File: src/rtl/fetch_pkg.sv
// fetch_pkg
// Shared types for the instruction fetch slice: the fetch FSM state
// encoding, datapath widths, and the decode buffer entry layout.
package fetch_pkg;

  localparam int PC_W    = 64;
  localparam int INSTR_W = 32;

  typedef enum logic [1:0] {
    IDLE  = 2'd0,
    RUN   = 2'd1,
    FLUSH = 2'd2,
    HALT  = 2'd3
  } state_t;

  typedef struct packed {
    logic [PC_W-1:0]    pc;
    logic [INSTR_W-1:0] instr;
  } fifo_entry_t;

endpackage

File: src/rtl/fetch_fifo.sv
// fetch_fifo
// Two-entry decode buffer. Entry 0 is always the head, so the head
// outputs come straight from a register; a pop shifts entry 1 down.
// Ports:
//   clk, rst  clock and synchronous active-high reset
//   push      write din this cycle (ignored when full and not popping)
//   pop       retire the head this cycle (ignored when empty)
//   flush     empty the buffer; wins over push and pop
//   din       entry to write
//   head      current head entry
//   count     number of valid entries (0..2)
module fetch_fifo
  import fetch_pkg::*;
(
  input  logic        clk,
  input  logic        rst,
  input  logic        push,
  input  logic        pop,
  input  logic        flush,
  input  fifo_entry_t din,
  output fifo_entry_t head,
  output logic [1:0]  count
);

  fifo_entry_t mem [2];
  logic        do_push;
  logic        do_pop;

  assign do_pop  = pop && (count != 2'd0);
  assign do_push = push && ((count != 2'd2) || do_pop);
  assign head    = mem[0];

  // Simultaneous push and pop keep the count; the new entry lands in
  // whichever slot sits behind the surviving entries.
  always_ff @(posedge clk) begin
    if (rst) begin
      mem[0] <= '0;
      mem[1] <= '0;
      count  <= 2'd0;
    end else if (flush) begin
      count <= 2'd0;
    end else begin
      case ({do_push, do_pop})
        2'b10: begin
          mem[count[0]] <= din;
          count         <= count + 2'd1;
        end
        2'b01: begin
          mem[0] <= mem[1];
          count  <= count - 2'd1;
        end
        2'b11: begin
          if (count == 2'd1) begin
            mem[0] <= din;
          end else begin
            mem[0] <= mem[1];
            mem[1] <= din;
          end
        end
        default: ;
      endcase
    end
  end

endmodule

File: src/rtl/instr_fetch_unit.sv
// instr_fetch_unit
// Owns the PC, issues word-indexed fetches to instruction memory (data
// returns one cycle later), buffers responses for decode, handles
// redirects from execute and halts on an out-of-range PC.
// Ports:
//   clk, rst              clock and synchronous active-high reset
//   start                 pulse to leave IDLE
//   im_pc, im_req         fetch address and request strobe
//   im_instr              memory data, valid the cycle after im_req
//   redir_valid, redir_pc redirect request and target
//   out_valid, out_ready  decode handshake
//   out_instr, out_pc     head instruction and its word index
//   fault                 sticky out-of-range flag
//   busy                  FSM not in IDLE
module instr_fetch_unit
  import fetch_pkg::*;
#(
  parameter logic [63:0] RESET_PC   = 64'd10,
  parameter int          MEM_WORDS  = 262144,
  parameter int          FIFO_DEPTH = 2
) (
  input  logic               clk,
  input  logic               rst,
  input  logic               start,
  output logic [PC_W-1:0]    im_pc,
  output logic               im_req,
  input  logic [INSTR_W-1:0] im_instr,
  input  logic               redir_valid,
  input  logic [PC_W-1:0]    redir_pc,
  output logic               out_valid,
  input  logic               out_ready,
  output logic [INSTR_W-1:0] out_instr,
  output logic [PC_W-1:0]    out_pc,
  output logic               fault,
  output logic               busy
);

  localparam logic [PC_W-1:0] MEM_LIMIT = PC_W'(MEM_WORDS);
  localparam logic [2:0]      DEPTH     = 3'(FIFO_DEPTH);

  state_t          state, state_nxt;
  logic [PC_W-1:0] pc;
  logic [PC_W-1:0] tag_pc;
  logic            inflight;
  logic            redirect;
  logic            fault_set;
  logic            push;
  logic            pop;
  logic [2:0]      credit;
  logic [1:0]      count;
  fifo_entry_t     head;

  assign pop       = out_valid && out_ready;
  assign im_pc     = pc;
  assign out_valid = (count != 2'd0);
  assign out_instr = head.instr;
  assign out_pc    = head.pc;
  assign busy      = (state != IDLE);

  // Occupancy seen by the issue check: buffered entries plus the one in
  // flight, less the head decode is taking this cycle. Counting the pop
  // keeps a ready consumer fed every cycle without ever overfilling.
  assign credit = {1'b0, count} + {2'b00, inflight} - {2'b00, pop};

  // A response is dropped when a redirect lands on the same cycle or
  // while flushing; otherwise it joins the buffer with its tag.
  assign push = inflight && !redirect && (state != FLUSH);

  // Next-state, issue and redirect decisions.
  always_comb begin
    state_nxt = state;
    im_req    = 1'b0;
    redirect  = 1'b0;
    fault_set = 1'b0;
    case (state)
      IDLE: begin
        if (start) state_nxt = RUN;
      end
      RUN: begin
        if (redir_valid) begin
          redirect  = 1'b1;
          state_nxt = inflight ? FLUSH : RUN;
        end else if (credit < DEPTH) begin
          if (pc >= MEM_LIMIT) begin
            fault_set = 1'b1;
            state_nxt = HALT;
          end else begin
            im_req = 1'b1;
          end
        end
      end
      FLUSH: begin
        redirect  = redir_valid;
        state_nxt = RUN;
      end
      HALT: ;
      default: state_nxt = IDLE;
    endcase
  end

  // State, PC and in-flight tracking. Memory answers exactly one cycle
  // after a request, so in-flight simply mirrors last cycle's im_req.
  always_ff @(posedge clk) begin
    if (rst) begin
      state    <= IDLE;
      pc       <= RESET_PC;
      tag_pc   <= '0;
      inflight <= 1'b0;
      fault    <= 1'b0;
    end else begin
      state    <= state_nxt;
      inflight <= im_req;
      if (im_req) begin
        pc     <= pc + 64'd1;
        tag_pc <= pc;
      end else if (redirect) begin
        pc <= redir_pc;
      end
      if (fault_set) fault <= 1'b1;
    end
  end

  fetch_fifo u_fifo (
    .clk   (clk),
    .rst   (rst),
    .push  (push),
    .pop   (pop),
    .flush (redirect),
    .din   ('{pc: tag_pc, instr: im_instr}),
    .head  (head),
    .count (count)
  );

endmodule
File: config.mk
export PLATFORM = sky130hd
export DESIGN_NAME = instr_fetch_unit
export DESIGN_NICKNAME = d
export VERILOG_FILES = /design/src/rtl/fetch_pkg.sv /design/src/rtl/fetch_fifo.sv /design/src/rtl/instr_fetch_unit.sv
export SDC_FILE = /design/constraint.sdc
export NUM_CORES = 1
export LEC_CHECK = 0
export BUFFER_PORTS_ARGS = -buffer_cell sky130_fd_sc_hd__buf_2
export CAP_MARGIN = 5
export CORE_ASPECT_RATIO = 0.75
export CORE_UTILIZATION = 39
export CTS_CLUSTER_SIZE = 40
export DETAILED_ROUTE_END_ITERATION = 7
export GPL_TIMING_DRIVEN = 0
export SLEW_MARGIN = 30
export SYNTH_ARGS = -nofsm -noshare
export SYNTH_HDL_FRONTEND = slang
export SYNTH_SLANG_ARGS = --single-unit
File: constraint.sdc
create_clock -name clk -period 26.4 [get_ports clk]
set_input_delay 7.92 -clock clk [delete_from_list [all_inputs] [get_ports clk]]
set_output_delay 7.92 -clock clk [all_outputs]
set_load 0.01 [all_outputs]
### After elaboration in Yosys (flattened, before gate mapping)

Memories as Yosys holds them, arrays and structs flattened.
Cells that the tools add are included.

| cells by class | value |
|---|---|
| order comparisons | 2 |
| eq/ne operators | 11 |
| bitwise operators | 4 |
| add/subtract/negate cells | 5 |
| muxes and demuxes | 46 |
| reduce and logical (&&, ||, !) cells | 16 |

Operator list:

| cell | number |
|---|---|
| 96-bit two-way mux | 5 |
| 64-bit two-way mux | 2 |
| 96-bit OR reduction | 1 |
| 64-bit by 1-bit adder with 64-bit output (second input constant) | 1 |
| 64-bit by 19-bit greater-or-equal comparator with 1-bit output (second input constant) | 1 |
| 1-bit two-way mux | 31 |
| 2-bit two-way mux | 5 |
| 2-bit nonzero test | 4 |
| 2-bit by 1-bit == test with 1-bit output (second input constant) | 3 |
| 2-bit == test (second input constant) | 3 |
| 2-bit inequality test (second input constant) | 3 |
| 3-bit inequality test (second input constant) | 2 |
| 2-bit case mux with 3 select lines | 1 |
| 1-bit logical AND | 5 |
| 1-bit bitwise OR | 4 |
| 2-bit case mux with 2 select lines | 1 |
| 4-bit AND reduction | 1 |
| 2-bit by 1-bit adder with 3-bit output | 1 |
| 3-bit by 2-bit < comparator with 1-bit output (second input constant) | 1 |
| 3-bit nonzero test | 1 |
| 3-bit by 1-bit subtractor with 3-bit output | 1 |
| 2-bit by 1-bit adder with 2-bit output (second input constant) | 1 |
| 2-bit zero test | 1 |
| 1-bit case mux with 2 select lines | 1 |
| other kinds (4) | 4 |

| storage, ports and cells | value |
|---|---|
| input port bits | 101 |
| output and inout bits | 164 |
| bits in writable memories | 192 |
| memories kept | 1 |
| logic and storage cells | 91 |
| register bits | 134 |

Memory list:

| name | depth | width | rd ports | clocked after Yosys merged registers in | write ports | line | source |
|---|---|---|---|---|---|---|---|
| u_fifo.mem | 2 | 96 | 2 | 0 | 2 | fetch_fifo.sv:25 | `fifo_entry_t mem [2];` |

### Longest topological paths before layout

Gate-level depths: netlist (run 1).

| depth | value |
|---|---|
| word-level depth | 15 |
| mapped depth | 14 |
| mapped depth without buffers | 12 |

### By module

Synthesis (run 1) repeated with hierarchy kept, for this count alone.

| unflattened totals | value |
|---|---|
| cells, all modules | 1,011 |
| area, all modules | 12,542.0 um^2 |

By module, submodules not included:

| module | sequential area each (um^2) | times used | cells an instance | area each (um^2) |
|---|---|---|---|---|
| fetch_fifo | 5,805.6 | 1 | 448 | 7,638.6 |
| instr_fetch_unit | 2,642.5 | 1 | 563 | 4,903.5 |

### Least setup slack after synthesis (run 1)

No wires, ideal clock.

| path | value |
|---|---|
| path kind | input to register |
| start | input port out_ready |
| end | memory u_fifo.mem[0][0] (netlist name), enable pin |
| path slack | 7.602 ns |
| buffers on the path | 1 |
| setup time | 0.812 ns |
| data required time | 25.588 ns |
| data arrival time | 17.987 ns |
| cell stages on the path | 3 |
| cells stage by stage | nor2b_1 clkbuf_1 o41ai_1 |

RTL lines:

| element | line | source |
|---|---|---|
| start, declared | instr_fetch_unit.sv:31 | `input logic out_ready,` |
| end, declared | fetch_fifo.sv:25 |  |

### Worst setup path in the final report (run 1)

| path | value |
|---|---|
| start | input port out_ready |
| end | output port im_req |

| on the way | value |
|---|---|
| cells in the longest elaborated chain, start to end | 6 |

RTL lines:

| element | line | source |
|---|---|---|
| 1-bit logical AND | instr_fetch_unit.sv:53 | `assign pop = out_valid && out_ready;` |
| 3-bit by 1-bit subtractor with 3-bit output | instr_fetch_unit.sv:63 | `assign credit = {1'b0, count} + {2'b00, inflight} - {2'b00, pop};` |
| 3-bit by 2-bit < comparator with 1-bit output | instr_fetch_unit.sv:83 | `end else if (credit < DEPTH) begin` |
| 1-bit two-way mux | instr_fetch_unit.sv:83 |  |
| 1-bit two-way mux | instr_fetch_unit.sv:80 | `if (redir_valid) begin` |
| 1-bit two-way mux | instr_fetch_unit.sv:75 | `case (state)` |
| end, declared | instr_fetch_unit.sv:26 | `output logic im_req,` |

No other way between the ends.

==> results.yml, run 1 <==
run_status:
  outcome: "completed"
logic_synthesis:
  async_flop_share_pct: 0
  yosys-top-cells-area: "edfxtp_1, dfxtp_1, nand2_1, and2_1, a21oi_1"
  seq_area_frac_synth_pct: 65.0
  ys_warn_count: 0
  synth_top_area_share_pct: 44.4
  ys.flop_type: "edfxtp_1"
  synth_area_um2: 13000
  synth_top_cell_by_area: "edfxtp_1"
  ys_types: 57
  avgSynthCellArea_um2: 10.6
  syn_nets: 1342
  synthCells: 1230
  synth-edff-count: 192
  synth-seq-cells: 326
  yosysMostFrequentCell: "nand2_1"
  yosys-top-cells-count: "nand2_1, edfxtp_1, a21oi_1, and2_1, dfxtp_1"
sta:
  worst_pin_slew_ps: 887
  fmaxAchievable_mhz: 53.0
  max_slew_margin_pct: 40.8
  finalMaxSlewViolations: 0
  period_share_pct: 71.5
  layout_min_cycle_time_ps: 18890
  setup_viol: 0
  rsz0062_at_grt: "no"
  hold_viol: 0
  fin_setup_tns_ps: 0
  clock_skew_ps: 26.7
detailed_routing:
  drt-initial-drc-count: 651
  ant_nets: 0
  drt-total-wl_mm: 33.5
  wl_per_cell_um: 16.5
  num_vias: 9980
  drc: 0
  drtPass1Iterations: 5
  viasPerCell: 4.93
clock_network:
  cts_buffer_depth: 3
  cts_setup_buffers: 0
  path_clk_slew_ps: 50
  postCtsHoldBufs: 0
  numCtsBuffers: 35
  cts_max_level: 2
  clock-root-buffer: "clkbuf_16"
  cts.sinks: 326
  cts_tree: "done"
  clk_latency_ps: 520
  cts_resized: 0
worst_setup_path:
  r2r-start: "state[0]$_SDFFE_PP0P_"
  rr_endpoint: "u_fifo.mem[0][89]$_DFFE_PP_"
  reg2reg_depth: 14
  crit_type: "input pin to primary output"
  endpoint_kind: "primary output"
  crit_arrival_ps: 10970
  rrSetupSlack_ps: 22160
  required_ps: 18480
  cp_max_fo: 10
  start_kind: "input pin"
power:
  p_leak_nw: 6.49
  power_density_nw_per_um2: 76.6
  ir_drop_mv: 0.0427
hold_path:
  whs_endpoint: "im_pc[31]$_SDFFE_PP0P_"
  worstHoldStart: "im_pc[31]$_SDFFE_PP0P_"
  hold_path_depth: 2
  min_path_type: "register to register"
placed_design:
  io_buffers: 263
  gp_congestion: 0.861
  place_area_um2: 15100
  post-dp-hpwl_mm: 23.4
layout:
  fill_cells: 3054
  area_growth_pct: 24.8
  drive_gt1_share_pct: 23.1
  finalInstanceArea_um2: 16200
  nets: 1667
grt:
  grt_pass1_wl_mm: 52.8
  grt_usage_pct: 19.8
  grt-ovfl-total: 0
  grt_max_degree: 22
  antenna_found_initial: 4
  first_global_vias: 9609
floorplan:
  io-pin-count: 265
  initial_core_util_pct: 39.9
  die_y_um: 160
  coreArea_um2: 32600
  die_area_um2: 34100
  dieWidth_um: 213
  fp-row-count: 57
flow_run:
  maxCapViolations: 0
-- worst max-delay path, stage by stage --
cell	delay, ps
buf_2	70
nor2b_1	280
clkbuf_1	410
ha_1	320
nor2b_1	130
fa_1	510
nor3_2	280
nand4_2	240
inv_2	220
clkbuf_1	360
buf_2	230
-- power breakdown --
| part | leakage [nW] | switching, mW | internal (mW) |
|---|---|---|---|
| Sequential | 3.07 | 0.0212 | 0.580 |
| Clock | 0.518 | 0.197 | 0.269 |
| Combinational | 2.90 | 0.112 | 0.0631 |
-- sequential cells by signal (all words and copies together), names as in the netlist --
name	flops
fault	1
im_pc	64
inflight	1
state	2
tag_pc	64
u_fifo.count	2
u_fifo.mem	192
-- placed cells by master (no fill, tap or decap), types with 4 or more instances in the layout --
cell       synthesis  routed
buf_4              0       4
clkbuf_2           4       4
nand3_1           11      11
nor4_1            13      13
edfxtp_1         192     192
and2_1           144     144
or3_1              6       6
a21oi_1          171     171
nor2_1            17      17
inv_1             13      13
dfxtp_1          134     134
clkbuf_16          0      36
clkbuf_1          57      72
and3_1             6       6
or4_1              5       5
nand2b_1           6       6
nand2_1          345     345
buf_2             12     290
ha_1              10      10
nor3_1             6       6
buf_1              7       7
buf_16             0       5
o211ai_1           4       4
a31oi_1            9       9
-- area by class of cell --
cell class | count | area [um2] | share of cell area [%]
repair buffers | 288 | 1570 | 9.71
plain buffers | 80 | 320 | 1.98
multi-input cells | 810 | 4190 | 25.8
diodes | 1 | 2.50 | 0.0154
well taps | 442 | 553 | 3.41
clock buffers | 53 | 985 | 6.07
clock inverters | 10 | 88.8 | 0.548
inverters | 14 | 52.6 | 0.324
flip-flops and latches | 326 | 8450 | 52.1
-- layer usage --
layer	GRT usage [%]	up-vias	wire length (um)
met5	0	-	27
met4	5.00	4	510
met3	4.09	40	1970
met2	30.4	270	15000
met1	28.5	4783	16000
li1	-	4883	-
-- how the worst max path moves through the flow --
stage	endpoint	depth (start not counted)	slack, ps	start
after CTS	im_req	11	7600	out_ready
after global placement	u_fifo.mem[0][87]$_DFFE_PP_	4	2060	out_ready
after detailed placement	im_req	11	7610	out_ready
after floorplan	u_fifo.mem[0][0]$_DFFE_PP_	3	7600	out_ready
final	im_req	11	7510	out_ready
after global routing	im_req	11	7310	out_ready
-- logic make-up after synthesis --
group           count (synthesis)  synth area share (%)
buf+inv                        94                  2.87
fa+ha+maj                      11                  1.12
xor+xnor                        2                 0.193
compound gates                215                  9.23
mux                             3                 0.241
flops                         326                  65.0
simple gates                  579                  21.3
-- through the flow --
| step | setup slack [ps] | util, % | std cells | hold slack (ps) | power, mW |
|---|---|---|---|---|---|
| 2_1_floorplan | 7600 | - | 1230 | 444 | 0.713 |
| 3_3_place_gp | 2060 | 45.6 | 1935 | 456 | 0.791 |
| 3_5_place_dp | 7610 | 46.4 | 1960 | 459 | 0.788 |
| 4_1_cts | 7600 | 49.7 | 2023 | 472 | 1.26 |
| 5_1_grt | 7310 | 49.7 | 2024 | 491 | 1.30 |
| 6_report | 7510 | 49.7 | 2024 | 471 | 1.24 |
(Power assumes the default switching activity.)
==> run 2: changes to the inputs <==
--- a/config.mk
+++ b/config.mk
@@ -5,6 +5,7 @@
 export SDC_FILE = /design/constraint.sdc
 export NUM_CORES = 1
 export LEC_CHECK = 0
+export ABC_AREA = 1
 export BUFFER_PORTS_ARGS = -buffer_cell sky130_fd_sc_hd__buf_2
 export CAP_MARGIN = 5
 export CORE_ASPECT_RATIO = 0.75
==> constraint.sdc (replaced) <==
create_clock -name clk -period 17.8 [get_ports clk]
set_input_delay 5.34 -clock clk [delete_from_list [all_inputs] [get_ports clk]]
set_output_delay 5.34 -clock clk [all_outputs]
set_load 0.01 [all_outputs]
==> run 2 against run 1 <==
Net effect:
- sequential cell count is the same
- global-route usage is essentially flat
- cell count grew 14%
- wire length grew 7.2%
- first-iteration DRC count grew 5.2%
- combinational power shrank 8%
- synthesized cell count grew 23%
- clock power grew 54%
- critical endpoint unchanged
- largest cell class unchanged
==> results.yml, run 2 <==
detailed_routing:
  wl_per_cell_um: 15.5
  drtPass1Iterations: 5
  drt-total-wl_mm: 35.9
  drt-initial-drc-count: 685
  viasPerCell: 4.80
  ant_nets: 0
  drc: 0
  num_vias: 11100
worst_setup_path:
  rr_endpoint: "tag_pc[2]$_SDFFE_PP0P_"
  start_kind: "input pin"
  crit_type: "input pin to primary output"
  rrSetupSlack_ps: 14060
  cp_max_fo: 10
  r2r-start: "u_fifo.count[1]$_SDFFE_PP0P_"
  endpoint_kind: "primary output"
  required_ps: 12460
  reg2reg_depth: 15
  crit_arrival_ps: 7990
layout:
  finalInstanceArea_um2: 16900
  area_growth_pct: 22.8
  regMostFlops: "u_fifo.mem"
  register_area_um2: 8450
  final_cell_mix: "buf_2, nor2_1, nand2_1"
  fill_cells: 3385
  drive_gt1_share_pct: 20.4
  largest_reg_flops: 192
  nets: 1933
  multi_input_area_um2: 4180
  final_common_cell: "buf_2"
sta:
  fin_setup_tns_ps: 0
  rsz0062_at_grt: "no"
  setup_viol: 0
  clock_skew_ps: 20.5
  period_share_pct: 74.9
  layout_min_cycle_time_ps: 13330
  max_slew_margin_pct: 52.5
  worst_pin_slew_ps: 709
  fmaxAchievable_mhz: 75.0
  finalMaxSlewViolations: 0
  hold_viol: 0
clock_network:
  cts_buffer_depth: 3
  clk_latency_ps: 530
  path_clk_slew_ps: 60
  postCtsHoldBufs: 0
  cts_resized: 0
  cts_tree: "done"
  cts.sinks: 326
  clock-root-buffer: "clkbuf_16"
  cts_setup_buffers: 0
  numCtsBuffers: 36
  cts_max_level: 2
power:
  power_density_nw_per_um2: 102
  p_leak_nw: 7.26
  ir_drop_mv: 0.0590
logic_synthesis:
  synth-xor-area-share_pct: 0.635
  seq_area_frac_synth_pct: 61.2
  synth-edff-count: 192
  synthMuxAreaShare_pct: 0
  synth_top_area_share_pct: 41.8
  synth_top_family_by_area: "simple AND/OR/NAND/NOR gates"
  avgSynthCellArea_um2: 9.10
  yosys-top-cells-area: "edfxtp_1, dfxtp_1, nor2_1, nand2_1, a21oi_1"
  ys_types: 32
  synth_adder_area_share_pct: 1.05
  synth_top_cell_by_area: "edfxtp_1"
  synth_area_um2: 13800
  synthCells: 1515
  yosys-top-cells-count: "nor2_1, nand2_1, edfxtp_1, inv_1, a21oi_1"
  async_flop_share_pct: 0
  syn_nets: 1627
  ys.flop_type: "edfxtp_1"
  synthSimpleGateAreaFrac_pct: 20.7
  synth_compound_area_share_pct: 7.86
  yosysMostFrequentCell: "nor2_1"
  ys_warn_count: 0
  synth-seq-cells: 326
placed_design:
  post-dp-hpwl_mm: 25.3
  gp_congestion: 0.889
  io_buffers: 264
  place_area_um2: 15800
floorplan:
  die_y_um: 165
  fp-row-count: 59
  dieWidth_um: 219
  die_area_um2: 36100
  coreArea_um2: 34800
  io-pin-count: 265
  initial_core_util_pct: 39.7
grt:
  grt_max_degree: 51
  grt_pass1_wl_mm: 55.7
  antenna_found_initial: 2
  first_global_vias: 10400
  grt-ovfl-total: 0
  grt_usage_pct: 19.9
hold_path:
  hold_path_depth: 2
  whs_endpoint: "tag_pc[62]$_SDFFE_PP0P_"
  worstHoldStart: "tag_pc[62]$_SDFFE_PP0P_"
  min_path_type: "register to register"
run_status:
  outcome: "completed"
flow_run:
  maxCapViolations: 0
[run 2: how the worst max path moves through the flow]
stage | from | to | slack (ps)
detailed placement | out_ready | im_req | 4510
CTS | out_ready | im_req | 4480
finish | out_ready | im_req | 4470
floorplan | out_ready | im_req | 5210
global placement | out_ready | im_req | 4480
global route | out_ready | im_req | 4310
[run 2: where the power goes]
part	internal (mW)	switching [mW]	total (mW)	leakage (nW)
logic	0.0577	0.104	0.161	3.65
registers	0.829	0.0225	0.851	3.06
clock network	0.413	0.303	0.716	0.545
[run 2: stage by stage]
| stage | std cells | hold WS, ps | util [%] | total power [mW] | worst slack [ps] |
|---|---|---|---|---|---|
| after floorplan | 1515 | 433 | - | 0.958 | 5210 |
| after global placement | 2236 | 444 | 45.1 | 1.03 | 4480 |
| after detailed placement | 2240 | 449 | 45.4 | 1.03 | 4510 |
| after CTS | 2306 | 459 | 48.7 | 1.75 | 4480 |
| after global routing | 2307 | 485 | 48.7 | 1.80 | 4310 |
| final | 2309 | 454 | 48.7 | 1.73 | 4470 |
[run 2: cell families (layout without fill, tap and decap cells)]
kind of cell,after synthesis,count (layout)
adder cells (fa/ha/maj),11,11
buffers and inverters,279,613
XOR/XNOR,10,10
other,0,3
flip-flops,326,326
AO/OA/AOI/OAI,211,211
AND/OR/NAND/NOR,678,678
[run 2: worst max-delay path, cell delays in order]
cell,delay (ps)
buf_2,100
nand2_1,90
inv_1,90
ha_1,290
nor2_1,140
fa_1,420
nor2_1,100
nand2_1,90
nor3_2,460
nand3_2,310
buf_2,320
inv_1,100
buf_2,150
[run 2: layer usage]
layer / vias to the layer above / global-route usage, % / part of all wire [%]
met4: 0 / 4.67 / 1.5
met3: 40 / 4.81 / 7.4
li1: 5571 / - / -
met2: 327 / 30.7 / 44
met5: - / 0 / 0
met1: 5156 / 28.1 / 47
[run 2: layout make-up]
cell class                      instances  area share [%]
Clock buffer                           53            6.19
Inverter                              185            4.10
Antenna cell                            3          0.0443
Multi-Input combinational cell        910            24.7
Sequential cell                       326            49.9
Timing Repair Buffer                  268            8.36
Tap cell                              457            3.38
Clock inverter                         13           0.510
Buffer                                 94            2.86
